==> src/rtl/mu_writeback_ctrl.sv <==
// rtl/mu_writeback_ctrl.sv - packs MAC result vectors and writes them to the result SRAM
// Optional: define MU_WB_SATURATE_EN to clamp channels instead of truncating them.
module mu_writeback_ctrl #(
    parameter int N_CH      = 4,
    parameter int W_MU      = 17,
    parameter int W_PACK    = 16,
    parameter int RAM_W     = 32,
    parameter int ADDR_W    = 8,
    parameter int BASE_ADDR = 0,
    parameter int DEPTH     = 256,
    parameter int NUM_VEC   = 8
) (
    input  logic                   clk,
    input  logic                   rst,
    input  logic                   start,
    input  logic                   in_valid,
    output logic                   in_ready,
    input  logic [N_CH*W_MU-1:0]   mu_in,
    input  logic                   ram_ry,
    output logic                   ram_cs_n,
    output logic                   ram_we_n,
    output logic [ADDR_W-1:0]      ram_addr,
    output logic [RAM_W-1:0]       ram_wdata,
    output logic                   row_done,
    output logic                   ram_done,
    output logic                   busy,
    output logic                   overflow
);

    localparam int WPV   = N_CH * W_PACK / RAM_W;
    localparam int IDX_W = (WPV > 1) ? $clog2(WPV) : 1;
    localparam int CNT_W = $clog2(NUM_VEC + 1);
    localparam logic [ADDR_W-1:0] FIRST_ADDR = ADDR_W'(BASE_ADDR);
    localparam logic [ADDR_W-1:0] LAST_ADDR  = ADDR_W'(BASE_ADDR + DEPTH - 1);

    typedef enum logic [2:0] {
        S_IDLE,
        S_ACCEPT,
        S_WRITE,
        S_WAIT,
        S_DONE
    } state_t;

    state_t                  state, state_nx;
    logic [ADDR_W-1:0]       addr;
    logic [IDX_W-1:0]        word_idx;
    logic [CNT_W-1:0]        vec_cnt;
    logic [N_CH*W_PACK-1:0]  packed_q;
    logic [N_CH*W_PACK-1:0]  packed_in;
    logic                    last_word;
    logic                    last_vec;

    function automatic logic [W_PACK-1:0] reduce_ch(input logic [W_MU-1:0] v);
`ifdef MU_WB_SATURATE_EN
        if ((v >> W_PACK) != '0)
            return '1;
        else
            return W_PACK'(v);
`else
        return W_PACK'(v);
`endif
    endfunction

    // Channel 0 lands in the LSBs, so word k is simply slice k of the packed vector.
    always_comb begin
        packed_in = '0;
        for (int k = 0; k < N_CH; k++)
            packed_in[k*W_PACK +: W_PACK] = reduce_ch(mu_in[k*W_MU +: W_MU]);
    end

    assign last_word = (word_idx == IDX_W'(WPV - 1));
    assign last_vec  = (vec_cnt == CNT_W'(NUM_VEC - 1));

    // Address and data come straight from registers, so they hold through WAIT.
    assign ram_addr  = addr;
    assign ram_wdata = packed_q[word_idx*RAM_W +: RAM_W];

    always_ff @(posedge clk or negedge rst) begin
        if (!rst)
            state <= S_IDLE;
        else
            state <= state_nx;
    end

    always_comb begin
        state_nx = state;
        in_ready = 1'b0;
        ram_cs_n = 1'b1;
        ram_we_n = 1'b1;
        row_done = 1'b0;
        ram_done = 1'b0;
        busy     = (state != S_IDLE);
        case (state)
            S_IDLE: begin
                if (start)
                    state_nx = S_ACCEPT;
            end
            S_ACCEPT: begin
                in_ready = 1'b1;
                if (in_valid)
                    state_nx = S_WRITE;
            end
            S_WRITE: begin
                ram_cs_n = 1'b0;
                ram_we_n = 1'b0;
                state_nx = S_WAIT;
            end
            S_WAIT: begin
                if (ram_ry) begin
                    if (!last_word) begin
                        state_nx = S_WRITE;
                    end else begin
                        row_done = 1'b1;
                        state_nx = last_vec ? S_DONE : S_ACCEPT;
                    end
                end
            end
            S_DONE: begin
                ram_done = 1'b1;
                state_nx = S_IDLE;
            end
            default: state_nx = S_IDLE;
        endcase
    end

    always_ff @(posedge clk or negedge rst) begin
        if (!rst) begin
            addr     <= FIRST_ADDR;
            word_idx <= '0;
            vec_cnt  <= '0;
            packed_q <= '0;
            overflow <= 1'b0;
        end else begin
            if (state == S_IDLE && start) begin
                addr     <= FIRST_ADDR;
                vec_cnt  <= '0;
                overflow <= 1'b0;
            end
            if (state == S_ACCEPT && in_valid) begin
                packed_q <= packed_in;
                word_idx <= '0;
            end
            if (state == S_WAIT && ram_ry) begin
                if (addr == LAST_ADDR) begin
                    addr     <= FIRST_ADDR;
                    overflow <= 1'b1;
                end else begin
                    addr <= addr + 1'b1;
                end
                if (last_word)
                    vec_cnt <= vec_cnt + 1'b1;
                else
                    word_idx <= word_idx + 1'b1;
            end
        end
    end

endmodule

==> config.mk <==
export PLATFORM = sky130hd
export DESIGN_NAME = mu_writeback_ctrl
export DESIGN_NICKNAME = d
export VERILOG_FILES = /design/src/rtl/mu_writeback_ctrl.sv
export SDC_FILE = /design/constraint.sdc
export NUM_CORES = 1
export LEC_CHECK = 0
export CAP_MARGIN = 20
export CORE_MARGIN = 5
export CORE_UTILIZATION = 45
export DETAILED_ROUTE_END_ITERATION = 10
export PLACE_DENSITY = 0.76
export SYNTH_ARGS = -nofsm -noshare
export SYNTH_HDL_FRONTEND = slang
export SYNTH_SLANG_ARGS = --single-unit
==> constraint.sdc <==
create_clock -name clk -period 1.9 [get_ports clk]
set_clock_uncertainty 0.05 [all_clocks]
set_input_delay 0.38 -clock clk [delete_from_list [all_inputs] [get_ports clk]]
set_output_delay 0.38 -clock clk [all_outputs]
set_load 0.01 [all_outputs]
After elaboration in Yosys (flattened, before gate mapping)
Cells that the tools add are included.
{"block": "classes", "n_addsub": 3, "eq_ne": 9, "n_shift": 1, "mux": 24, "n_reduce_logical": 7}
{"operator": "indexed part select 64 x 7 -> 32 bit", "n": 1}
{"operator": "two-way mux 8 bit", "n": 3}
{"operator": "two-way mux 3 bit", "n": 5}
{"operator": "two-way mux 1 bit", "n": 12}
{"operator": "two-way mux 4 bit", "n": 3}
{"operator": "one-hot mux 3 bit (4 select lines)", "n": 1}
{"operator": "adder 8 x 1 -> 8 bit, second input constant", "n": 1}
{"operator": "== test 8 bit, second input constant", "n": 1}
{"operator": "== test 3 x 2 -> 1 bit, second input constant", "n": 2}
{"operator": "!= test 2 bit, second input constant", "n": 3}
{"operator": "adder 4 x 1 -> 4 bit, second input constant", "n": 1}
{"operator": "== test 4 x 3 -> 1 bit, second input constant", "n": 1}
{"operator": "== test 3 x 1 -> 1 bit, second input constant", "n": 1}
{"operator": "== test 3 bit, second input constant", "n": 1}
{"operator": "logical AND 1 bit", "n": 3}
{"operator": "zero test 3 bit", "n": 1}
{"operator": "AND reduction 3 bit", "n": 1}
{"operator": "nonzero test 3 bit", "n": 1}
{"operator": "nonzero test 2 bit", "n": 1}
{"operator": "adder 1 bit, second input constant", "n": 1}
{"block": "totals", "reg_bits": 81, "output_inout_bits": 47, "elab_cells": 50}

Depth between registers and ports, before layout
Gate-level depths: netlist (run 1).
{"block": "logic_depth", "depth_word": 5, "ltp_mapped": 7}

Least setup slack after synthesis (run 1)
OpenSTA, ideal clock, no wires.
{"block": "synth_timing", "path_kind": "reg2out", "from": "reg word_idx, in the netlist last_word", "to": "out ram_wdata[0]", "arrival_ns": 1.234, "required_ns": 1.470, "path_slack_ns": 0.236, "stages_incl_launch_ff": 4, "path_buffers": 2, "path_cell_list": "dfrtp_1 buf_6 clkbuf_1 mux2_2"}
{"block": "synth_between", "elab_chain_len": 1}
{"element": "start, declared", "line_no": "46", "source": "logic [IDX_W-1:0] word_idx;"}
{"element": "start signal, assigned", "line_no": "153", "source": "word_idx <= word_idx + 1'b1;"}
{"element": "indexed part select 64 x 7 -> 32 bit", "line_no": "76", "source": "assign ram_wdata = packed_q[word_idx*RAM_W +: RAM_W];"}
{"element": "end, declared", "line_no": "23", "source": "output logic [RAM_W-1:0] ram_wdata,"}
Every way passes these cells.

Final worst setup path (run 1)
{"block": "layout_timing", "from": "reg word_idx, in the netlist last_word", "to": "out ram_wdata[9]"}
The elaborated chain is that of the path after synthesis.

==> results of run 1 <==
## state kept, by name, summed over array words and instances, names as in the netlist
signal,flops
vec_cnt,4
state,3
ram_addr,8
packed_q,64
overflow,1
last_word,1
## cell usage after synthesis (2+ instances only)
master	instances	area, um2
buf_6	2	22.5
buf_4	7	52.6
or3_1	3	18.8
nand2_1	11	41.3
o21ai_0	8	40.0
buf_2	4	20.0
nor3_1	3	15.0
clkbuf_1	3	11.3
ha_1	2	25.0
a21oi_1	11	55.1
nand3_1	6	30.0
mux2_2	96	1080
dfrtp_1	81	2030
inv_1	3	11.3
nor2_1	2	7.51
nand4_1	3	18.8
nor3b_1	4	30.0
## logic make-up after synthesis
kind of cell,Yosys count,share of synthesized area (%)
compound gates,27,4.66
buf+inv,19,3.22
mux,96,29.6
flops,81,55.5
simple gates,40,6.27
fa+ha+maj,2,0.686
## what timing repair did
action	CTS	global route
hold buffers	1	0
endpoints found under the setup margin	38	79
cloned	3	1
buffers inserted	5	2
endpoints found under the hold margin	33	0
pin swaps	0	2
resized for setup	176	42
## report_power, final
| part | internal, mW | switching, mW |
|---|---|---|
| combinational | 3.10 | 1.72 |
| sequential | 2.54 | 0.487 |
| clock | 0.739 | 0.609 |
## through the flow
step,cells,setup WS (ns)
global placement,487,-0.258
floorplan,265,0.236
finish,514,-0.0325
detailed placement,487,-0.284
CTS,511,-0.0507
global route,514,-0.0946
## worst max-delay path by stage
stage,startpoint,end
floorplan,last_word,ram_wdata[0]
global placement,ram_ry,row_done
detailed placement,ram_ry,row_done
CTS,last_word,ram_wdata[21]
global route,last_word,ram_wdata[9]
finish,last_word,ram_wdata[9]
## final cells by class
cell class              count  share of cell area (%)
inverters                   3                   0.202
flip-flops and latches     81                    36.6
multi-input cells         165                    28.4
clock inverters             5                    1.44
well taps                 102                    2.29
repair buffers            147                    28.8
clock buffers              11                    2.36
## routing by layer
layer  vias up  GRT usage (%)
met4         0           5.91
met1      1298           21.6
met5         -              0
met3        14           7.23
li1       1238              -
met2        96           29.5
## worst register-to-register path: cells and delay by family (launching register included)
family / cells / cell delay [ns]
buffers and inverters: 4 / 0.63
AND/OR/NAND/NOR: 1 / 0.23
multiplexers: 1 / 0.34
flip-flops: 1 / 0.46
==> results_dict.tcl, run 1 <==
set metrics [dict create \
    outcome "complete, but fails checks" \
    violations "negative setup slack" \
    arrival_ns 1.50 \
    final_util_pct 71.3 \
    fillers 570 \
    dieArea_mm2 0.0100 \
    r2r_cells 6 \
    grtUsageTotal_pct 18.0 \
    slowest_delay_ns 0.39 \
    wl_per_cell_um 16.9 \
    syn_area_mm2 0.00365 \
    cts_tree "yes" \
    setup_tns_ns -0.382 \
    drcViolationCount 0 \
    synth_enable_flop_cells 0 \
    hp-start "overflow" \
    antenna_cells 0 \
    synth_warnings 0 \
    whs_ns 0.435 \
    rsz0062_at_grt "yes" \
    whs_endpoint "overflow" \
    critPathLaunchType "register" \
    die_y_um 100 \
    synth_async_sr_flop_share_pct 100 \
    fin_nets 482 \
    die_w_um 100 \
    vias_per_cell 5.15 \
    hold_viol 0 \
    top_layer "met4" \
    port_buffers 115 \
    max_slew_margin_pct 69.4 \
    drive_above_1_share_pct 46.1 \
    seq_area_mm2 0.00203 \
    start_util_pct 46.7 \
    cts.path.max_buffers 2 \
    wl_met3_um 804 \
    drv_cap 0 \
    postSynthAreaPerCell_um2 13.8 \
    cts_buffers 9 \
    finalCritPeriodShare_pct 102 \
    period_needed_ns 1.93 \
    cp.depth 4 \
    grt_max_degree 49 \
    io_pins 120 \
    row_count 32 \
    gp_congestion 0.798 \
    cts-root-buf "clkbuf_8" \
    hpwl_um 6010 \
    crit_buf_inv 3 \
    leakage_nw 2.41 \
    hold_class "reg2reg" \
    layout_commonest_cell "mux2_2" \
    final_max_slew_viol_count 0 \
    fin_ws_ns -0.0325 \
    clock.fmax_mhz 517 \
    crit_required_ns 1.47 \
    rrSetupSlack_ns 0.07 \
    wl_met2_um 4310 \
    drt_iter0_markers 47 \
    placed_area_mm2 0.00505 \
    gr-total-overflow 0 \
    path_cells "buf_8, clkbuf_16, mux2_2, buf_6" \
    grt_pass1_vias 2931 \
    dr.pass1.iters 4 \
    area.growth.synth_to_final_pct 52.5 \
    cp_slowest_cell "dfrtp_2" \
    path_max_fanout 6 \
    setup_viol 26 \
    worst_pin_slew_ns 0.460 \
    power_density_mw_per_mm2 1650 \
    htreeDepth 3 \
    grt_antenna_before_repair 0 \
    final_cell_mix "mux2_2, clkdlybuf4s50_1, dfrtp_1" \
    finalInstanceArea_mm2 0.00557 \
    hold-path-cell-count 2 \
    crit_family "buffers and inverters" \
    dr_total_vias 2646 \
    clk_pin_slew_worst_paths_ns 0.09 \
    r2r_start "state[1]" \
    synth_seq_cells 81 \
    multi_input_area_mm2 0.00158 \
    synth_nets 340 \
    critical_path_class "reg2out" \
    core_area_mm2 0.00781 \
    grt_pass1_wl_um 14200 \
    vdd_ir_drop_max_v 0.000929 \
    synth.distinct_cells 33 \
    clk_latency_ns 0.35 \
    cts.sinks 81 \
    wl_um 8700 \
    synth-main-ff-cell "dfrtp_1" \
    synth_seq_area_share_pct 55.5 \
    ant_nets 0 \
    r2r_end "packed_q[50]" \
    wl_met1_um 3430 \
    endpoint_kind "primary output" \
    syn-instance-count 265 \
    power_mw 9.19 \
]
(Power assumes the default switching activity.)
==> inputs of run 2 (changes only) <==
Settings changed: SETUP_SLACK_MARGIN set to 0.2.
==> results_dict.tcl, run 2 (synthesis gave the netlist of run 1 again) <==
set metrics [dict create \
    outcome "complete, but fails checks" \
    violations "negative setup slack" \
    dieArea_mm2 0.0100 \
    htreeDepth 3 \
    antenna_cells 0 \
    dr_total_vias 2809 \
    hold_viol 0 \
    clock.fmax_mhz 504 \
    endpoint_kind "primary output" \
    core_area_mm2 0.00781 \
    cts_tree "yes" \
    period_needed_ns 1.99 \
    grt_antenna_before_repair 0 \
    grt_pass1_wl_um 15600 \
    path_max_fanout 6 \
    die_y_um 100 \
    port_buffers 115 \
    fin_ws_ns -0.0856 \
    fin_nets 518 \
    vdd_ir_drop_max_v 0.000914 \
    cts_buffers 9 \
    regMostFlops "packed_q" \
    critPathLaunchType "register" \
    drv_cap 0 \
    drt_iter0_markers 48 \
    power_mw 10.2 \
    drcViolationCount 0 \
    clk_pin_slew_worst_paths_ns 0.09 \
    final_max_slew_viol_count 0 \
    crit_required_ns 1.47 \
    clk_latency_ns 0.35 \
    ant_nets 0 \
    worst_pin_slew_ns 0.459 \
    cp_slowest_cell "dfrtp_2" \
    finalCritPeriodShare_pct 105 \
    area.growth.synth_to_final_pct 72.1 \
    cts.sinks 81 \
    start_util_pct 46.7 \
    leakage_nw 2.93 \
    gp_congestion 0.798 \
    setup_viol 48 \
    grtUsageTotal_pct 19.8 \
    row_count 32 \
    grt_pass1_vias 3126 \
    hold_class "reg2reg" \
    power_density_mw_per_mm2 1620 \
    gr-total-overflow 0 \
    grt_max_degree 49 \
    fillers 451 \
    path_cells "buf_6, buf_12, buf_12, mux2_4, buf_6" \
    hpwl_um 6010 \
    final_cell_mix "dfrtp_1, mux2_4, clkdlybuf4s50_1" \
    max_slew_margin_pct 69.4 \
    io_pins 120 \
    wl_per_cell_um 18.4 \
    whs_ns 0.436 \
    arrival_ns 1.56 \
    rsz0062_at_grt "yes" \
    drive_above_1_share_pct 53.6 \
    vias_per_cell 5.11 \
    wl_um 10100 \
    layout_commonest_cell "dfrtp_1" \
    die_w_um 100 \
    critical_path_class "reg2out" \
    dr.pass1.iters 4 \
    slowest_delay_ns 0.41 \
    largest_reg_flops 64 \
    cts.path.max_buffers 2 \
    cts-root-buf "clkbuf_8" \
]
-- run 2: power breakdown --
group / total (mW) / internal [mW] / switching (mW)
registers: 3.04 / 2.54 / 0.501
logic: 5.79 / 3.78 / 2.01
clock network: 1.36 / 0.739 / 0.624
-- run 2: final timing paths --
| check | startpoint | end | depth (start not counted) | slack [ns] |
|---|---|---|---|---|
| min in group asynchronous | rst | packed_q[49] | 2 | 0.47 |
| max in group asynchronous | rst | packed_q[8] | 3 | 0.71 |
| min reg2reg | overflow | overflow | 2 | 0.44 |
| min | overflow | overflow | 2 | 0.44 |
| max | last_word | ram_wdata[21] | 5 | -0.09 |
| max reg2reg | state[0] | packed_q[23] | 10 | -0.05 |
-- run 2: stage by stage --
| step | std cells | utilization, % | worst slack [ns] | area, um2 | TNS (ns) |
|---|---|---|---|---|---|
| after floorplan | 265 | - | 0.236 | 3650 | 0 |
| after global placement | 487 | 64.6 | -0.258 | 5050 | -5.64 |
| after detailed placement | 487 | 64.6 | -0.284 | 5050 | -6.03 |
| after CTS | 540 | 76.2 | -0.101 | 5950 | -1.99 |
| after global routing | 550 | 80.4 | -0.150 | 6280 | -6.31 |
| final | 550 | 80.4 | -0.0856 | 6280 | -2.11 |
-- run 2: critical path, delay by kind of cell (launching register included) --
family,cells,cell delay (ns)
mux,1,0.30
flops,1,0.41
buf+inv,4,0.49
-- run 2: cell type report --
| cell class | instances | area (um2) | share of cell area [%] |
|---|---|---|---|
| clock buffer | 11 | 131 | 2.09 |
| clock inverter | 5 | 80.1 | 1.27 |
| inverter | 3 | 11.3 | 0.179 |
| multi-input combinational | 165 | 1840 | 29.3 |
| sequential | 81 | 2040 | 32.4 |
| tap | 102 | 128 | 2.03 |
| timing repair buffer | 183 | 2060 | 32.7 |
-- run 2: timing repair --
item                       4_1_cts  5_1_grt
hold buffers                     1        0
pin swaps                        6       14
setup buffers                   30        8
resized for setup              269       56
hold endpoints to repair        33        0
gates cloned                     6        2
setup endpoints to repair      102      119
-- run 2: metal layers --
| layer | vias to the layer above | GRT usage [%] | share of wire, % |
|---|---|---|---|
| met5 | - | 0 | 0 |
| met4 | 0 | 6.11 | 0.76 |
| met3 | 9 | 7.16 | 7.8 |
| met2 | 89 | 33.1 | 50 |
| met1 | 1398 | 24.1 | 41 |
| li1 | 1313 | - | - |
==> patch 1 (settings of run 1) <==
Change the parameter `NUM_VEC` from 8 to 16.
--- a/src/rtl/mu_writeback_ctrl.sv
+++ b/src/rtl/mu_writeback_ctrl.sv
@@ -8,7 +8,7 @@
     parameter int ADDR_W    = 8,
     parameter int BASE_ADDR = 0,
     parameter int DEPTH     = 256,
-    parameter int NUM_VEC   = 8
+    parameter int NUM_VEC   = 16
 ) (
     input  logic                   clk,
     input  logic                   rst,
Check against the original RTL: same outputs for any inputs over 10 cycles, from zero or initial values and one cycle with rst low; that may be too few to reach the edited logic, so the function may still have changed.
==> patch 1 against run 1 <==
  * The flow still finishes with violations (negative setup slack)
  * Worst setup slack worse by 80 ps
  * Wire length up 0.76%
  * Design area down 0.38%
  * Sequential cell count up 1
  * Total power down 2.3%
  * Synthesized area up 1.8%
  * Die area up 1.6%
  * Synthesized cell count up 3.4%
==> patch 1: results (changes against run 1) <==
- Vias in the first global route: 3067 (was 2931)
- Ranking of synthesized cells by area: dfrtp_1 (55%), mux2_2 (29%), buf_4 (1.4%) (was dfrtp_1 (56%), mux2_2 (30%), a21oi_1 (1.5%))
- R2R depth: 5 (was 6)
- Critical path fanouts, max: 5 (was 6)
- IR drop worst, VDD: 0.000941 V (was 0.000929 V)
- Htree depth: 3 (unchanged)
- Crit-path leading delay family: buffers and inverters (unchanged)
- CP max-delay cell: dfrtp_2 (unchanged)
- Mean routed wirelength per cell: 16.6 um (was 16.9 um)
- # nets final: 495 (was 482)
- Layout Cells excl Fill: 528 (was 514)
- GP Congestion: 0.796 (was 0.798)
- Slew HR: 75.9% (was 69.4%)
- Worst r2r dst: packed_q[10] (was packed_q[50])
- Pre-CTS setup slack: -269 ps (was -284 ps)
- Initial antenna violation count: 0 (unchanged)
- Syn nets: 350 (was 340)
- Global-route usage over all layers: 18.2% (was 18.0%)
- Dpl cell area: 5120 um2 (was 5050 um2)
- R2r setup slk: 130 ps (was 70 ps)
- Hpwl dp: 6.16 mm (was 6.01 mm)
- Initial DRC Count: 66 (was 47)
- Syn Inst Count: 274 (was 265)
- Status: complete, but fails checks (unchanged)
- Synth warn: 0 (unchanged)
- Crit-path max cell delay: 450 ps (was 390 ps)
- Vias: 2703 (was 2646)
- Clk buf depth: 2 (unchanged)
- Final WS setup: -113 ps (was -32.5 ps)
- Commonest cells post-synth: mux2_2 (97), dfrtp_1 (82), nand2_1 (13), o21ai_0 (10), buf_2 (8) (was mux2_2 (96), dfrtp_1 (81), a21oi_1 (11), nand2_1 (11), o21ai_0 (8))
- Share of synthesized area occupied by flip-flops and latches: 55.2% (was 55.5%)
- Biggest register: packed_q (unchanged)
- Layout cells sized above 1: 45.2% (was 46.1%)
- Hold/Removal Path Class: in -> async (was reg -> reg)
- WP data arrival: 1580 ps (was 1500 ps)
- Pleak: 2.44 nW (was 2.41 nW)
- Root Buffer: clkbuf_8 (unchanged)
- Largest net degree at the start of global routing: 36 (was 49)
- First-pass GRT wire length: 14.6 mm (was 14.2 mm)
- Endpoints failing setup: 17 (was 26)
- Synth cell types: 36 (was 33)
- Failing checks: negative setup slack (unchanged)
-- patch 1: kinds of logic (layout without fill, tap and decap cells) --
group,Yosys count,count (layout),share of synthesized area (%)
mux,98,98,29.7
fa+ha+maj,3,3,1.01
simple gates,44,44,6.43
buf+inv,21,170,3.30
flops,82,82,55.2
compound gates,26,26,4.35
-- patch 1: per-stage QoR --
stage	TNS (ps)	hold WS, ps	total power [mW]	utilization (%)
floorplan	0	34.4	5.26	-
global placement	-5580	251	7.17	62.9
finish	-706	419	8.98	68.2
CTS	-1730	419	8.87	67.2
global route	-2680	425	9.59	68.2
detailed placement	-4470	256	7.27	62.9
-- patch 1: worst max path at each step --
stage                     slack [ps]  startpoint             to
after floorplan                  290    state[0]       ram_we_n
after global placement          -260      ram_ry       row_done
after detailed placement        -270      ram_ry       row_done
after CTS                       -140   last_word  ram_wdata[27]
after global routing            -170   last_word   ram_wdata[5]
final                           -110   last_word   ram_wdata[0]
-- patch 1: cell type report --
cell class / count / area, um2
Timing Repair Buffer: 150 / 1570
Inverter: 5 / 18.8
Fill cell: 606 / 2590
Tap cell: 105 / 131
Multi-Input combinational cell: 171 / 1610
Clock inverter: 5 / 31.3
Clock buffer: 10 / 138
Sequential cell: 82 / 2050
-- patch 1: where the power goes --
part           switching [mW]  leakage (nW)  internal, mW  total (mW)
Clock                   0.625        0.0879         0.499        1.12
Sequential              0.455         0.989          2.55        3.00
Combinational            1.76          1.36          3.09        4.86
Total                    2.84          2.44          6.14        8.98
-- patch 1: what timing repair did --
action	CTS	global route
gates resized for setup	186	22
hold buffers	1	0
pin swaps	0	1
setup endpoints to repair	38	36
setup buffers	11	3
cloned	1	0
hold endpoints to repair	23	0
-- patch 1: per-layer routing --
metal  GRT usage (%)  routed length (um)
met1            22.4                3680
met2            29.2                4120
met3            8.72                 897
met4            3.83                  73
met5               0                   0
==> patch 2 (config.mk and constraints of run 1) <==
Without the edit above. Reset style: synchronous (`rst`), changed in 2 clocked blocks.
--- a/src/rtl/mu_writeback_ctrl.sv
+++ b/src/rtl/mu_writeback_ctrl.sv
@@ -75,7 +75,7 @@
     assign ram_addr  = addr;
     assign ram_wdata = packed_q[word_idx*RAM_W +: RAM_W];
 
-    always_ff @(posedge clk or negedge rst) begin
+    always_ff @(posedge clk) begin
         if (!rst)
             state <= S_IDLE;
         else
@@ -123,7 +123,7 @@
         endcase
     end
 
-    always_ff @(posedge clk or negedge rst) begin
+    always_ff @(posedge clk) begin
         if (!rst) begin
             addr     <= FIRST_ADDR;
             word_idx <= '0;
Behaviour: differs if rst is asserted again (counterexample within 4 cycles, from zero or initial values and one cycle with rst low); with rst held inactive, the same outputs for 10 cycles.
==> patch 2 against run 1 <==
  * Synthesized cell count increased by 58%
  * Sequential cell count is the same
  * Synthesized area decreased by 5.2%
  * Wire length grew 5.3%
  * Maximum frequency rose by 3.3%
  * Die area fell by 4.7%
  * Critical endpoint is now ram_wdata[25]
  * Largest cell class is now multi-input combinational cells
  * Design area fell by 6.8%
  * Via count up 25%
  * Critical path depth is 1 lower
  * Worst setup slack better by 61 ps
Power is not compared: it rests on default switching activity, and its combinational part moved more than twofold at a synthesized area within 25%.
==> patch 2: results (changes against run 1) <==
- Hold path startpoint: packed_q[31] (was overflow)
- Status: completed (was complete, but fails checks)
- Worst hold slack: 407 ps (was 435 ps)
- Critical path origin: last_word (unchanged)
- Hpwl dp: 6.31 mm (was 6.01 mm)
- Synth cell types: 41 (was 33)
- Worst r2r dst: vec_cnt[3] (was packed_q[50])
- Met2 usage: 33.0% (was 29.5%)
- Vias in the first global route: 3356 (was 2931)
- Critical path fanouts, max: 9 (was 6)
- Met1 Use GR: 24.0% (was 21.6%)
- R2r setup slk: 210 ps (was 70 ps)
- Commonest cells post-synth: nand2_1 (135), dfxtp_1 (81), a21oi_1 (75), mux2_2 (34), buf_2 (14) (was mux2_2 (96), dfrtp_1 (81), a21oi_1 (11), nand2_1 (11), o21ai_0 (8))
- First-pass GRT wire length: 15.5 mm (was 14.2 mm)
- Share of synthesized area occupied by flip-flops and latches: 46.9% (was 55.5%)
- Worst r2r src: last_word (was state[1])
- WP data arrival: 1440 ps (was 1500 ps)
- Main synth FF type: dfxtp_1 (was dfrtp_1)
- Mean routed wirelength per cell: 14.2 um (was 16.9 um)
- Pre-CTS setup slack: -194 ps (was -284 ps)
- Dpl cell area: 4870 um2 (was 5050 um2)
- Met3 Track Usage GR: 7.04% (was 7.23%)
- Clk pin slew, worst setup/hold paths: 70 ps (was 90 ps)
- Syn nets: 493 (was 340)
- Layout Cells excl Fill: 647 (was 514)
- Layout cells sized above 1: 22.2% (was 46.1%)
- Fillers: 610 (was 570)
- R2R depth: 7 (was 6)
- Hold path endpoint: packed_q[31] (was overflow)
- Syn Area/Cell: 8.27 um2 (was 13.8 um2)
- Ranking of synthesized cells by area: dfxtp_1 (47%), nand2_1 (15%), mux2_2 (11%) (was dfrtp_1 (56%), mux2_2 (30%), a21oi_1 (1.5%))
- Total instance count after detailed placement: 626 (was 487)
- GP Congestion: 0.808 (was 0.798)
- Final period utilization: 98.5% (was 102%)
- Vias per inst: 5.11 (was 5.15)
- Global-route usage over all layers: 19.5% (was 18.0%)
- Largest net degree at the start of global routing: 41 (was 49)
[patch 2: cell types whose count changed after synthesis, moves of 3 or more]
cell	run 1	this run
nand2_1	11	135
a21oi_1	11	75
o21ai_0	8	2
nand4_1	3	0
buf_2	4	14
clkbuf_1	3	9
mux2_2	96	34
buf_1	0	4
dfxtp_1	0	81
buf_4	7	1
nor2_1	2	12
dfrtp_1	81	0
[patch 2: area by class of cell]
cell class	instances	share of cell area, %
inverters	3	0.217
clock buffers	11	2.53
flip-flops and latches	81	31.4
repair buffers	141	28.4
well taps	102	2.46
multi-input cells	304	33.4
clock inverters	5	1.54
[patch 2: timing repair]
item	in CTS	in global routing
setup buffers	4	0
setup endpoints to repair	38	35
cloned	1	1
gates resized for setup	116	46
endpoints found under the hold margin	0	0
[patch 2: kinds of logic after synthesis]
family,after synthesis,share of synthesized area [%]
and+or+nand+nor,178,22.5
AOI/OAI and AO/OA,89,13.9
DFF,81,46.9
muxes,35,11.4
buffers and inverters,33,4.63
adders and majority gates,2,0.723
[patch 2: how the worst max path moves through the flow]
| stage | cells after the start | endpoint |
|---|---|---|
| detailed placement | 4 | row_done |
| floorplan | 3 | ram_wdata[0] |
| finish | 3 | ram_wdata[25] |
| CTS | 4 | ram_wdata[25] |
| global route | 3 | ram_wdata[27] |
| global placement | 4 | row_done |
[patch 2: metrics by stage]
step / utilization (%) / power (mW)
after CTS: 66.4 / 3.73
final: 68.2 / 3.72
after detailed placement: 64.0 / 2.41
after floorplan: - / 2.09
after global placement: 64.0 / 2.40
after global routing: 68.2 / 3.89
[patch 2: critical path, cell delays in order, from the launching register on]
cell and delay (ps):
dfxtp_4 380, buf_8 150, mux2_2 340, clkdlybuf4s15_2 220
[patch 2: where the power goes]
| group | internal, mW | switching (mW) | leakage [nW] |
|---|---|---|---|
| Combinational | 0.324 | 0.247 | 1.18 |
| Clock | 0.739 | 0.600 | 0.0995 |
| Sequential | 1.77 | 0.0399 | 0.661 |
[patch 2: routing by layer]
| metal | up-vias | wire length, um | share of wire, % |
|---|---|---|---|
| met5 | - | 0 | 0 |
| met1 | 1547 | 4030 | 44 |
| li1 | 1663 | - | - |
| met3 | 12 | 528 | 5.8 |
| met2 | 87 | 4490 | 49 |
| met4 | 0 | 111 | 1.2 |
